==> config.mk <==
export PLATFORM = sky130hd
export DESIGN_NAME = instr_sequencer_flat
export DESIGN_NICKNAME = d
export VERILOG_FILES = /design/src/rtl/instr_sequencer_pkg.sv /design/src/rtl/instr_sequencer_if.sv /design/src/rtl/instr_store.sv /design/src/rtl/instr_sequencer.sv /design/src/flat_wrapper.sv
export SDC_FILE = /design/constraint.sdc
export NUM_CORES = 1
export LEC_CHECK = 0
export ABC_AREA = 1
export BUFFER_PORTS_ARGS = -buffer_cell sky130_fd_sc_hd__buf_2
export CORE_UTILIZATION = 65
export CTS_CLUSTER_DIAMETER = 40
export DETAILED_ROUTE_END_ITERATION = 8
export PLACE_DENSITY_LB_ADDON = 0.15
export SLEW_MARGIN = 20
export SYNTH_ARGS = -nofsm -noshare
export SYNTH_HDL_FRONTEND = slang
export SYNTH_SLANG_ARGS = --single-unit
export TNS_END_PERCENT = 10
==> constraint.sdc <==
create_clock -name clk -period 4.5 [get_ports clk]
set_clock_uncertainty 0.15 [all_clocks]
set_input_delay 0.9 -clock clk [delete_from_list [all_inputs] [get_ports clk]]
set_output_delay 0.9 -clock clk [all_outputs]
set_load 0.01 [all_outputs]
==> src/rtl/instr_sequencer_pkg.sv <==
// -----------------------------------------------------------------------------
// instr_sequencer_pkg
// Shared constants for the instruction sequencer:
//   - FSM state encoding (IDLE, FETCH, ISSUE, DONE)
//   - opcode field position inside an instruction word
//   - default HALT opcode and NOP word
// -----------------------------------------------------------------------------
package instr_sequencer_pkg;

    localparam int STATE_W = 2;

    localparam logic [STATE_W-1:0] ST_IDLE  = 2'd0;
    localparam logic [STATE_W-1:0] ST_FETCH = 2'd1;
    localparam logic [STATE_W-1:0] ST_ISSUE = 2'd2;
    localparam logic [STATE_W-1:0] ST_DONE  = 2'd3;

    localparam int OPC_MSB = 19;
    localparam int OPC_LSB = 16;

    localparam logic [3:0]  HALT_OPC_DEF  = 4'hF;
    localparam logic [19:0] NOP_INSTR_DEF = 20'h00000;

endpackage

==> src/rtl/instr_sequencer_if.sv <==
// -----------------------------------------------------------------------------
// instr_sequencer_if
// Bundles the host-side program/control signals and the CPU-side instruction
// outputs of the sequencer.
//   slave  : the sequencer (consumes prog_*/start/abort, drives instr_* etc.)
//   master : the host/testbench side (opposite directions)
// Signals:
//   prog_we/prog_addr/prog_data : store write port
//   start / abort               : run control pulses
//   instr_out / instr_valid     : instruction to CPU, valid while issued
//   pc, busy, done, halt_hit    : status
//   state                       : debug view of the FSM state register
// Handshake: there is no back-pressure. instr_valid qualifies instr_out on
// every cycle it is high; when it is low instr_out carries the NOP word.
// -----------------------------------------------------------------------------
interface instr_sequencer_if
    import instr_sequencer_pkg::*;
#(
    parameter int INSTR_WIDTH = 20,
    parameter int PC_BITS     = 5
);
    logic                   prog_we;
    logic [PC_BITS-1:0]     prog_addr;
    logic [INSTR_WIDTH-1:0] prog_data;
    logic                   start;
    logic                   abort;

    logic [INSTR_WIDTH-1:0] instr_out;
    logic                   instr_valid;
    logic [PC_BITS-1:0]     pc;
    logic                   busy;
    logic                   done;
    logic                   halt_hit;
    logic [STATE_W-1:0]     state;

    modport slave (
        input  prog_we, prog_addr, prog_data, start, abort,
        output instr_out, instr_valid, pc, busy, done, halt_hit, state
    );

    modport master (
        output prog_we, prog_addr, prog_data, start, abort,
        input  instr_out, instr_valid, pc, busy, done, halt_hit, state
    );
endinterface

==> src/rtl/instr_store.sv <==
// -----------------------------------------------------------------------------
// instr_store
// 2**ADDR_BITS x DATA_WIDTH instruction RAM, synchronous write, synchronous
// read with one cycle latency. A read of the address being written in the
// same cycle returns the new data (write-first).
// Ports:
//   clk_i    clock
//   we_i     write enable
//   waddr_i  write address
//   wdata_i  write data
//   raddr_i  read address (sampled every cycle)
//   rdata_o  read data, valid the cycle after raddr_i was presented
// Contents are not reset.
// -----------------------------------------------------------------------------
module instr_store #(
    parameter int DATA_WIDTH = 20,
    parameter int ADDR_BITS  = 5
) (
    input  logic                  clk_i,
    input  logic                  we_i,
    input  logic [ADDR_BITS-1:0]  waddr_i,
    input  logic [DATA_WIDTH-1:0] wdata_i,
    input  logic [ADDR_BITS-1:0]  raddr_i,
    output logic [DATA_WIDTH-1:0] rdata_o
);
    localparam int DEPTH = 2 ** ADDR_BITS;

    logic [DATA_WIDTH-1:0] mem_q [DEPTH];
    logic [DATA_WIDTH-1:0] rdata_q;

    always_ff @(posedge clk_i) begin
        if (we_i) begin
            mem_q[waddr_i] <= wdata_i;
        end
        // Bypass the write data so a same-cycle read sees the new word.
        if (we_i && (waddr_i == raddr_i)) begin
            rdata_q <= wdata_i;
        end else begin
            rdata_q <= mem_q[raddr_i];
        end
    end

    assign rdata_o = rdata_q;
endmodule

==> src/rtl/instr_sequencer.sv <==
// -----------------------------------------------------------------------------
// instr_sequencer
// Program sequencer for the simple CPU. Holds a small instruction store loaded
// over a write port, then steps a program counter through it and presents each
// instruction for CYCLES_PER_INSTR cycles. A HALT opcode or the last store
// address ends the program.
// Ports:
//   clk  system clock, rising edge
//   rst  asynchronous active-low reset
//   bus  instr_sequencer_if.slave (prog write port, start/abort, instruction
//        output, pc/busy/done/halt_hit status, debug state)
// All outputs are registered.
// -----------------------------------------------------------------------------
module instr_sequencer
    import instr_sequencer_pkg::*;
#(
    parameter int                     INSTR_WIDTH      = 20,
    parameter int                     PC_BITS          = 5,
    parameter int                     CYCLES_PER_INSTR = 4,
    parameter logic [3:0]             HALT_OPC         = HALT_OPC_DEF,
    parameter logic [INSTR_WIDTH-1:0] NOP_INSTR        = NOP_INSTR_DEF
) (
    input  logic                clk,
    input  logic                rst,
    instr_sequencer_if.slave    bus
);
    localparam logic [PC_BITS-1:0] PC_LAST   = '1;
    localparam logic [3:0]         HOLD_LAST = 4'(CYCLES_PER_INSTR - 1);

    logic [STATE_W-1:0]     state_q, state_d;
    logic [PC_BITS-1:0]     pc_q, pc_d;
    logic [3:0]             hold_q, hold_d;
    logic [INSTR_WIDTH-1:0] instr_q, instr_d;
    logic                   valid_q, valid_d;
    logic                   busy_q, busy_d;
    logic                   done_q, done_d;
    logic                   halt_q, halt_d;

    logic                   store_we;
    logic [INSTR_WIDTH-1:0] rd_data;
    logic                   rd_is_halt;

    // Writes are only honoured while no program is running.
    assign store_we   = bus.prog_we && ((state_q == ST_IDLE) || (state_q == ST_DONE));
    assign rd_is_halt = (rd_data[OPC_MSB:OPC_LSB] == HALT_OPC);

    // The store is addressed with the next pc, so the word for a FETCH cycle
    // is already on rd_data during that cycle and can be registered straight
    // into instr_out at the end of it.
    instr_store #(
        .DATA_WIDTH (INSTR_WIDTH),
        .ADDR_BITS  (PC_BITS)
    ) u_store (
        .clk_i   (clk),
        .we_i    (store_we),
        .waddr_i (bus.prog_addr),
        .wdata_i (bus.prog_data),
        .raddr_i (pc_d),
        .rdata_o (rd_data)
    );

    always_comb begin
        state_d = state_q;
        pc_d    = pc_q;
        hold_d  = hold_q;
        instr_d = NOP_INSTR;
        valid_d = 1'b0;
        done_d  = done_q;
        halt_d  = halt_q;

        if (bus.abort) begin
            state_d = ST_IDLE;
            pc_d    = '0;
            hold_d  = '0;
            done_d  = 1'b0;
            halt_d  = 1'b0;
        end else begin
            case (state_q)
                ST_IDLE: begin
                    if (bus.start) begin
                        state_d = ST_FETCH;
                        pc_d    = '0;
                        hold_d  = '0;
                    end
                end
                ST_FETCH: begin
                    hold_d = '0;
                    if (rd_is_halt) begin
                        // HALT word is never presented to the CPU.
                        state_d = ST_DONE;
                        done_d  = 1'b1;
                        halt_d  = 1'b1;
                    end else begin
                        state_d = ST_ISSUE;
                        instr_d = rd_data;
                        valid_d = 1'b1;
                    end
                end
                ST_ISSUE: begin
                    if (hold_q == HOLD_LAST) begin
                        hold_d = '0;
                        if (pc_q == PC_LAST) begin
                            // End of store: stop without wrapping pc.
                            state_d = ST_DONE;
                            done_d  = 1'b1;
                            halt_d  = 1'b0;
                        end else begin
                            state_d = ST_FETCH;
                            pc_d    = pc_q + 1'b1;
                        end
                    end else begin
                        hold_d  = hold_q + 1'b1;
                        instr_d = instr_q;
                        valid_d = 1'b1;
                    end
                end
                ST_DONE: begin
                    if (bus.start) begin
                        state_d = ST_FETCH;
                        pc_d    = '0;
                        hold_d  = '0;
                        done_d  = 1'b0;
                        halt_d  = 1'b0;
                    end
                end
                default: begin
                    state_d = ST_IDLE;
                    pc_d    = '0;
                    hold_d  = '0;
                    done_d  = 1'b0;
                    halt_d  = 1'b0;
                end
            endcase
        end

        busy_d = (state_d == ST_FETCH) || (state_d == ST_ISSUE);
    end

    always_ff @(posedge clk or negedge rst) begin
        if (!rst) begin
            state_q <= ST_IDLE;
            pc_q    <= '0;
            hold_q  <= '0;
            instr_q <= NOP_INSTR;
            valid_q <= 1'b0;
            busy_q  <= 1'b0;
            done_q  <= 1'b0;
            halt_q  <= 1'b0;
        end else begin
            state_q <= state_d;
            pc_q    <= pc_d;
            hold_q  <= hold_d;
            instr_q <= instr_d;
            valid_q <= valid_d;
            busy_q  <= busy_d;
            done_q  <= done_d;
            halt_q  <= halt_d;
        end
    end

    assign bus.instr_out   = instr_q;
    assign bus.instr_valid = valid_q;
    assign bus.pc          = pc_q;
    assign bus.busy        = busy_q;
    assign bus.done        = done_q;
    assign bus.halt_hit    = halt_q;
    assign bus.state       = state_q;

endmodule

==> src/flat_wrapper.sv <==
// flat-port wrapper written by rule: the top's interface ports become plain ports
module instr_sequencer_flat import instr_sequencer_pkg::*;
#(
    parameter int                     INSTR_WIDTH      = 20,
    parameter int                     PC_BITS          = 5,
    parameter int                     CYCLES_PER_INSTR = 4,
    parameter logic [3:0]             HALT_OPC         = HALT_OPC_DEF,
    parameter logic [INSTR_WIDTH-1:0] NOP_INSTR        = NOP_INSTR_DEF
)
  (clk, rst, bus_prog_we, bus_prog_addr, bus_prog_data, bus_start, bus_abort, bus_instr_out, bus_instr_valid, bus_pc, bus_busy, bus_done, bus_halt_hit, bus_state);
  instr_sequencer_if #(.INSTR_WIDTH(INSTR_WIDTH), .PC_BITS(PC_BITS)) bus_i ();
  input  logic clk;
  input  logic rst;
  input wire logic [$bits(bus_i.prog_we)-1:0] bus_prog_we;
  input wire logic [$bits(bus_i.prog_addr)-1:0] bus_prog_addr;
  input wire logic [$bits(bus_i.prog_data)-1:0] bus_prog_data;
  input wire logic [$bits(bus_i.start)-1:0] bus_start;
  input wire logic [$bits(bus_i.abort)-1:0] bus_abort;
  output wire logic [$bits(bus_i.instr_out)-1:0] bus_instr_out;
  output wire logic [$bits(bus_i.instr_valid)-1:0] bus_instr_valid;
  output wire logic [$bits(bus_i.pc)-1:0] bus_pc;
  output wire logic [$bits(bus_i.busy)-1:0] bus_busy;
  output wire logic [$bits(bus_i.done)-1:0] bus_done;
  output wire logic [$bits(bus_i.halt_hit)-1:0] bus_halt_hit;
  output wire logic [$bits(bus_i.state)-1:0] bus_state;
  assign bus_i.prog_we = bus_prog_we;
  assign bus_i.prog_addr = bus_prog_addr;
  assign bus_i.prog_data = bus_prog_data;
  assign bus_i.start = bus_start;
  assign bus_i.abort = bus_abort;
  assign bus_instr_out = bus_i.instr_out;
  assign bus_instr_valid = bus_i.instr_valid;
  assign bus_pc = bus_i.pc;
  assign bus_busy = bus_i.busy;
  assign bus_done = bus_i.done;
  assign bus_halt_hit = bus_i.halt_hit;
  assign bus_state = bus_i.state;
  instr_sequencer #(.INSTR_WIDTH(INSTR_WIDTH), .PC_BITS(PC_BITS), .CYCLES_PER_INSTR(CYCLES_PER_INSTR), .HALT_OPC(HALT_OPC), .NOP_INSTR(NOP_INSTR)) u_core (.clk(clk), .rst(rst), .bus(bus_i));
endmodule
### Yosys cells after proc, flatten, opt, wreduce, memory -nomap -nowiden

Memory sizes are Yosys's and may differ from the RTL's. A register that Yosys moved wholly into a read port is not among the register bits.
Cells that the tools add are included.

| operators by class | value |
|---|---|
| add/sub/neg operators | 2 |
| reduce and logical (&&, ||, !) cells | 7 |
| eq/ne operators | 13 |
| mux-type cells | 35 |

Operators by type and width:

| cell | number |
|---|---|
| 2-to-1 mux 20 bit | 3 |
| case mux 20 bit (2 select lines) | 1 |
| 2-to-1 mux 5 bit | 4 |
| 2-to-1 mux 1 bit | 14 |
| 2-to-1 mux 4 bit | 3 |
| case mux 4 bit (3 select lines) | 1 |
| case mux 5 bit (2 select lines) | 1 |
| != test 3 x 2 -> 1 bit, second input constant | 3 |
| 2-to-1 mux 2 bit | 4 |
| equality test 2 bit, second input constant | 3 |
| case mux 1 bit (3 select lines) | 2 |
| case mux 2 bit (3 select lines) | 1 |
| adder 5 x 1 -> 5 bit, second input constant | 1 |
| equality test 5 bit, second input constant | 1 |
| AND reduction 5 bit | 1 |
| adder 4 x 1 -> 4 bit, second input constant | 1 |
| equality test 2 x 1 -> 1 bit, second input constant | 2 |
| equality test 4 x 2 -> 1 bit, second input constant | 1 |
| equality test 4 bit, second input constant | 1 |
| nonzero test 4 bit | 1 |
| != test 3 x 1 -> 1 bit, second input constant | 1 |
| != test 3 bit, second input constant | 1 |
| zero test 2 bit | 1 |
| logical OR 1 bit | 2 |
| 3 further kinds | 3 |

| word-level totals | value |
|---|---|
| RAM bits | 640 |
| register bits | 35 |
| word-level logic and storage cells | 66 |
| output and inout port bits | 31 |
| memories kept | 1 |

Memories:

| name | depth | bits a word | rd ports | clocked after Yosys merged registers in | write ports | line | RTL |
|---|---|---|---|---|---|---|---|
| u_core.u_store.mem_q | 32 | 20 | 1 | 1 | 1 | instr_store.sv:28 | `logic [DATA_WIDTH-1:0] mem_q [DEPTH];` |

### Logic depth before layout (Yosys ltp)

| logic depth | value |
|---|---|
| depth after elaboration | 7 |
| mapped depth | 17 |
| mapped depth without buffers | 14 |

### Modules after synthesis

From an unflattened synthesis, not the netlist that was laid out.

| second synthesis, totals | value |
|---|---|
| cells, all modules | 2430 |
| area total of the unflattened synthesis | 27995.6 sq um |

By module, submodules not included:

| module | times used | cells each | area an instance (sq um) |
|---|---|---|---|
| instr_store | 1 | 2215 | 26218.9 |
| instr_sequencer | 1 | 215 | 1776.7 |

### Least setup slack after synthesis

OpenSTA, ideal clock, no wires.

| path | value |
|---|---|
| kind | in2reg |
| start point | input port bus_prog_we |
| end point | memory u_core.u_store.mem_q[0][0], enable pin |
| data arrival time | 2.123 ns |
| setup slack | 1.830 ns |
| stages | 4 |
| path buffers | 0 |
| setup time | 0.397 ns |
| cells stage by stage | nand2_1 -> inv_1 -> nand3_1 -> nor2_1 |

| between the ends | value |
|---|---|
| cells in the longest elaborated chain, start to end | 3 |

RTL lines:

| element | line | RTL |
|---|---|---|
| start: declaration | flat_wrapper.sv:14 | `input wire logic [$bits(bus_i.prog_we)-1:0] bus_prog_we;` |
| logical AND 1 bit | instr_sequencer.sv:44 | `assign store_we = bus.prog_we && ((state_q == ST_IDLE) \|\| (state_q == ST_DONE));` |
| 2-to-1 mux 1 bit | instr_store.sv:32 | `if (we_i) begin` |
| 2-to-1 mux 1 bit (not written as such) | instr_store.sv:33 | `mem_q[waddr_i] <= wdata_i;` |
| end: declaration | instr_store.sv:28 |  |

Every way passes these cells.

==> results_dict.tcl <==
set metrics [dict create \
    hold_viol 0 \
    synthesis.nets 2333 \
    gp_congestion 0.859 \
    avgRoutedWirePerCell_um 23.7 \
    rows 74 \
    crit_family "buffers and inverters" \
    cts_buffer_depth 3 \
    stdcell_area_mm2 0.0308 \
    ctsHoldBuffers 0 \
    antenna_cells 0 \
    finalNetCount 2386 \
    grtUsageTotal 0.327 \
    vias 18565 \
    path_cells "inv_8 -> buf_4 -> nand2_1 -> a22oi_1 -> nand2_1 -> nand3_1 -> nand3_1 -> nand2_1 -> nand2_1 -> o21ai_1" \
    die_x_um 208 \
    cts_setup_buffers 0 \
    worstMarginPinSlew_ns 1.08 \
    finalSetupViolations 0 \
    cp-end-kind "register" \
    slew_violations 0 \
    violations "DRC" \
    drtIter0Drc 2629 \
    cts_tree "yes" \
    yosys_warnings 0 \
    synthesis.area_mm2 0.0275 \
    instances_no_fill 2944 \
    die_h_um 208 \
    synth_ff_type "edfxtp_1" \
    layout_common_cells "733 x nand2_1, 640 x edfxtp_1, 542 x nand3_1, 80 x clkbuf_16, 60 x buf_2" \
    cts.root.buffer_cell "clkbuf_16" \
    postSynthCellCount 2298 \
    yosysUniqueCellTypes 33 \
    yosysSeqAreaShare 0.736 \
    rsz0062_at_grt "no" \
    layout_commonest_cell "nand2_1" \
    cp.required_ns 4.87 \
    tns_ns 0 \
    first_global_vias 17642 \
    fin_crit_ns 3.26 \
    critPathLaunchType "register" \
    grt-ovfl-total 0 \
    period_share 0.725 \
    dpl.hpwl_um 38100 \
    crit_buf_inv 2 \
    powerDensity_mw_per_mm2 464 \
    ant_nets 0 \
    drtPass1Iterations 9 \
    worstSetupPathType "reg2reg" \
    cpMostUsedCell "nand2_1" \
    insertion_delay_ns 0.61 \
    boundaryPins 61 \
    totalWireLength_um 69900 \
    cp_max_fo 154 \
    numClockSinks 680 \
    drc 3 \
    crit_slowest_cell "inv_8" \
    hold_path_class "in2async" \
    p_leak_uw 0.0112 \
    grt_start_max_net_pins 161 \
    dieArea_mm2 0.0431 \
    via_per_inst 6.31 \
    portBuffers 60 \
    core_area_mm2 0.0412 \
    path_clk_slew_ns 0.06 \
    slew_headroom 0.279 \
    grt_first_pass_wirelength_um 105000 \
    synth_edf_count 640 \
    post_route_cells_drive_above_1_share 0.113 \
    syn2layout_area_growth_pct 12.1 \
    status "finished, violations left" \
    fillers 2580 \
    async_flop_share 0.0515 \
    htree_levels 3 \
    max-cap-violations 0 \
    start_util 0.666 \
    max_stage_delay_ns 0.67 \
    antenna_found_initial 3 \
    max_freq_mhz 306 \
    cts_buffers 77 \
    ys_ff_latch 680 \
    avgSynthCellArea_um2 11.9 \
    dp_cells 2804 \
    cts-resized-gates 0 \
    worstPathArrival_ns 3.63 \
    placed_area_mm2 0.0282 \
    vdd_ir_drop_max_uv 343 \
]
## Yosys cell counts (12+ instances only)
cell type  number  area (um^2)
buf_2          67          335
nand3_1       542         2710
nor2_1         42          158
inv_1          29          109
o21ai_0        12         60.1
clkbuf_1       35          131
buf_4          21          158
o21ai_1        22          110
dfrtp_1        35          876
edfxtp_1      640        19200
nand2_1       733         2750
a21oi_1        53          265
## logic make-up after synthesis
| family | synth area share |
|---|---|
| compound gates | 0.0223 |
| simple gates | 0.207 |
| fa+ha+maj | 0.00228 |
| buf+inv | 0.0325 |
| flops | 0.736 |
## path summary, 6_finish.rpt
| check | depth (start not counted) | from | end | slack [ns] |
|---|---|---|---|---|
| max | 10 | register | u_core.bus.instr_out[5]$_DFFE_PN0P_ | 1.24 |
| min reg2reg | 2 | u_core.bus.done$_DFFE_PN0P_ | u_core.bus.done$_DFFE_PN0P_ | 0.32 |
| max reg2reg | 10 | register | u_core.bus.instr_out[5]$_DFFE_PN0P_ | 1.24 |
| max in group asynchronous | 1 | rst | u_core.bus.instr_out[7]$_DFFE_PN0P_ | 3.41 |
| min in group clk | 2 | u_core.bus.done$_DFFE_PN0P_ | u_core.bus.done$_DFFE_PN0P_ | 0.32 |
| min | 1 | rst | u_core.bus.done$_DFFE_PN0P_ | 0.26 |
## stage by stage
stage	setup WS, ns	hold WS, ns	util	power [uW]
2_1_floorplan	1.83	0.343	-	7690
3_5_place_dp	1.31	0.313	0.685	8120
3_3_place_gp	1.39	0.318	0.685	8100
6_report	1.24	0.255	0.747	14300
4_1_cts	1.28	0.251	0.747	14300
5_1_grt	1.01	0.306	0.747	14600
## where the power goes
part	switching (uW)	total, uW	internal (uW)
logic	646	864	218
registers	91.1	7150	7060
clock network	2510	6260	3750
## registers in the layout (all words and copies together) (netlist names), named ones only
register / count
u_core.bus.busy: 1
u_core.bus.done: 1
u_core.bus.halt_hit: 1
u_core.bus.instr_out: 20
u_core.bus.instr_valid: 1
u_core.bus.pc: 5
u_core.bus.state: 2
u_core.hold_q: 4
u_core.u_store.mem_q: 640
## worst register-to-register path, delay by kind of cell, from the launching register on
kind                   cells  cell delay (ns)
buffers and inverters      2             1.47
AND/OR/NAND/NOR            6             0.63
flip-flops                 1             0.53
AO/OA/AOI/OAI              2             0.43
## area by class of cell
type | count | area [um^2] | area share
Sequential cell | 680 | 20200 | 0.657
Multi-Input combinational cell | 1444 | 6450 | 0.210
Clock buffer | 95 | 2060 | 0.0669
Timing Repair Buffer | 116 | 771 | 0.0250
Tap cell | 532 | 666 | 0.0216
Clock inverter | 45 | 495 | 0.0161
Inverter | 32 | 133 | 0.00431
## per-layer routing
| metal | GRT usage | up-vias | wire length, um |
|---|---|---|---|
| li1 | - | 8283 | - |
| met1 | 0.457 | 8913 | 26400 |
| met5 | 0 | - | 21 |
| met2 | 0.499 | 1190 | 32500 |
| met3 | 0.0823 | 175 | 8670 |
| met4 | 0.127 | 4 | 2310 |
(Power assumes the default switching activity.)
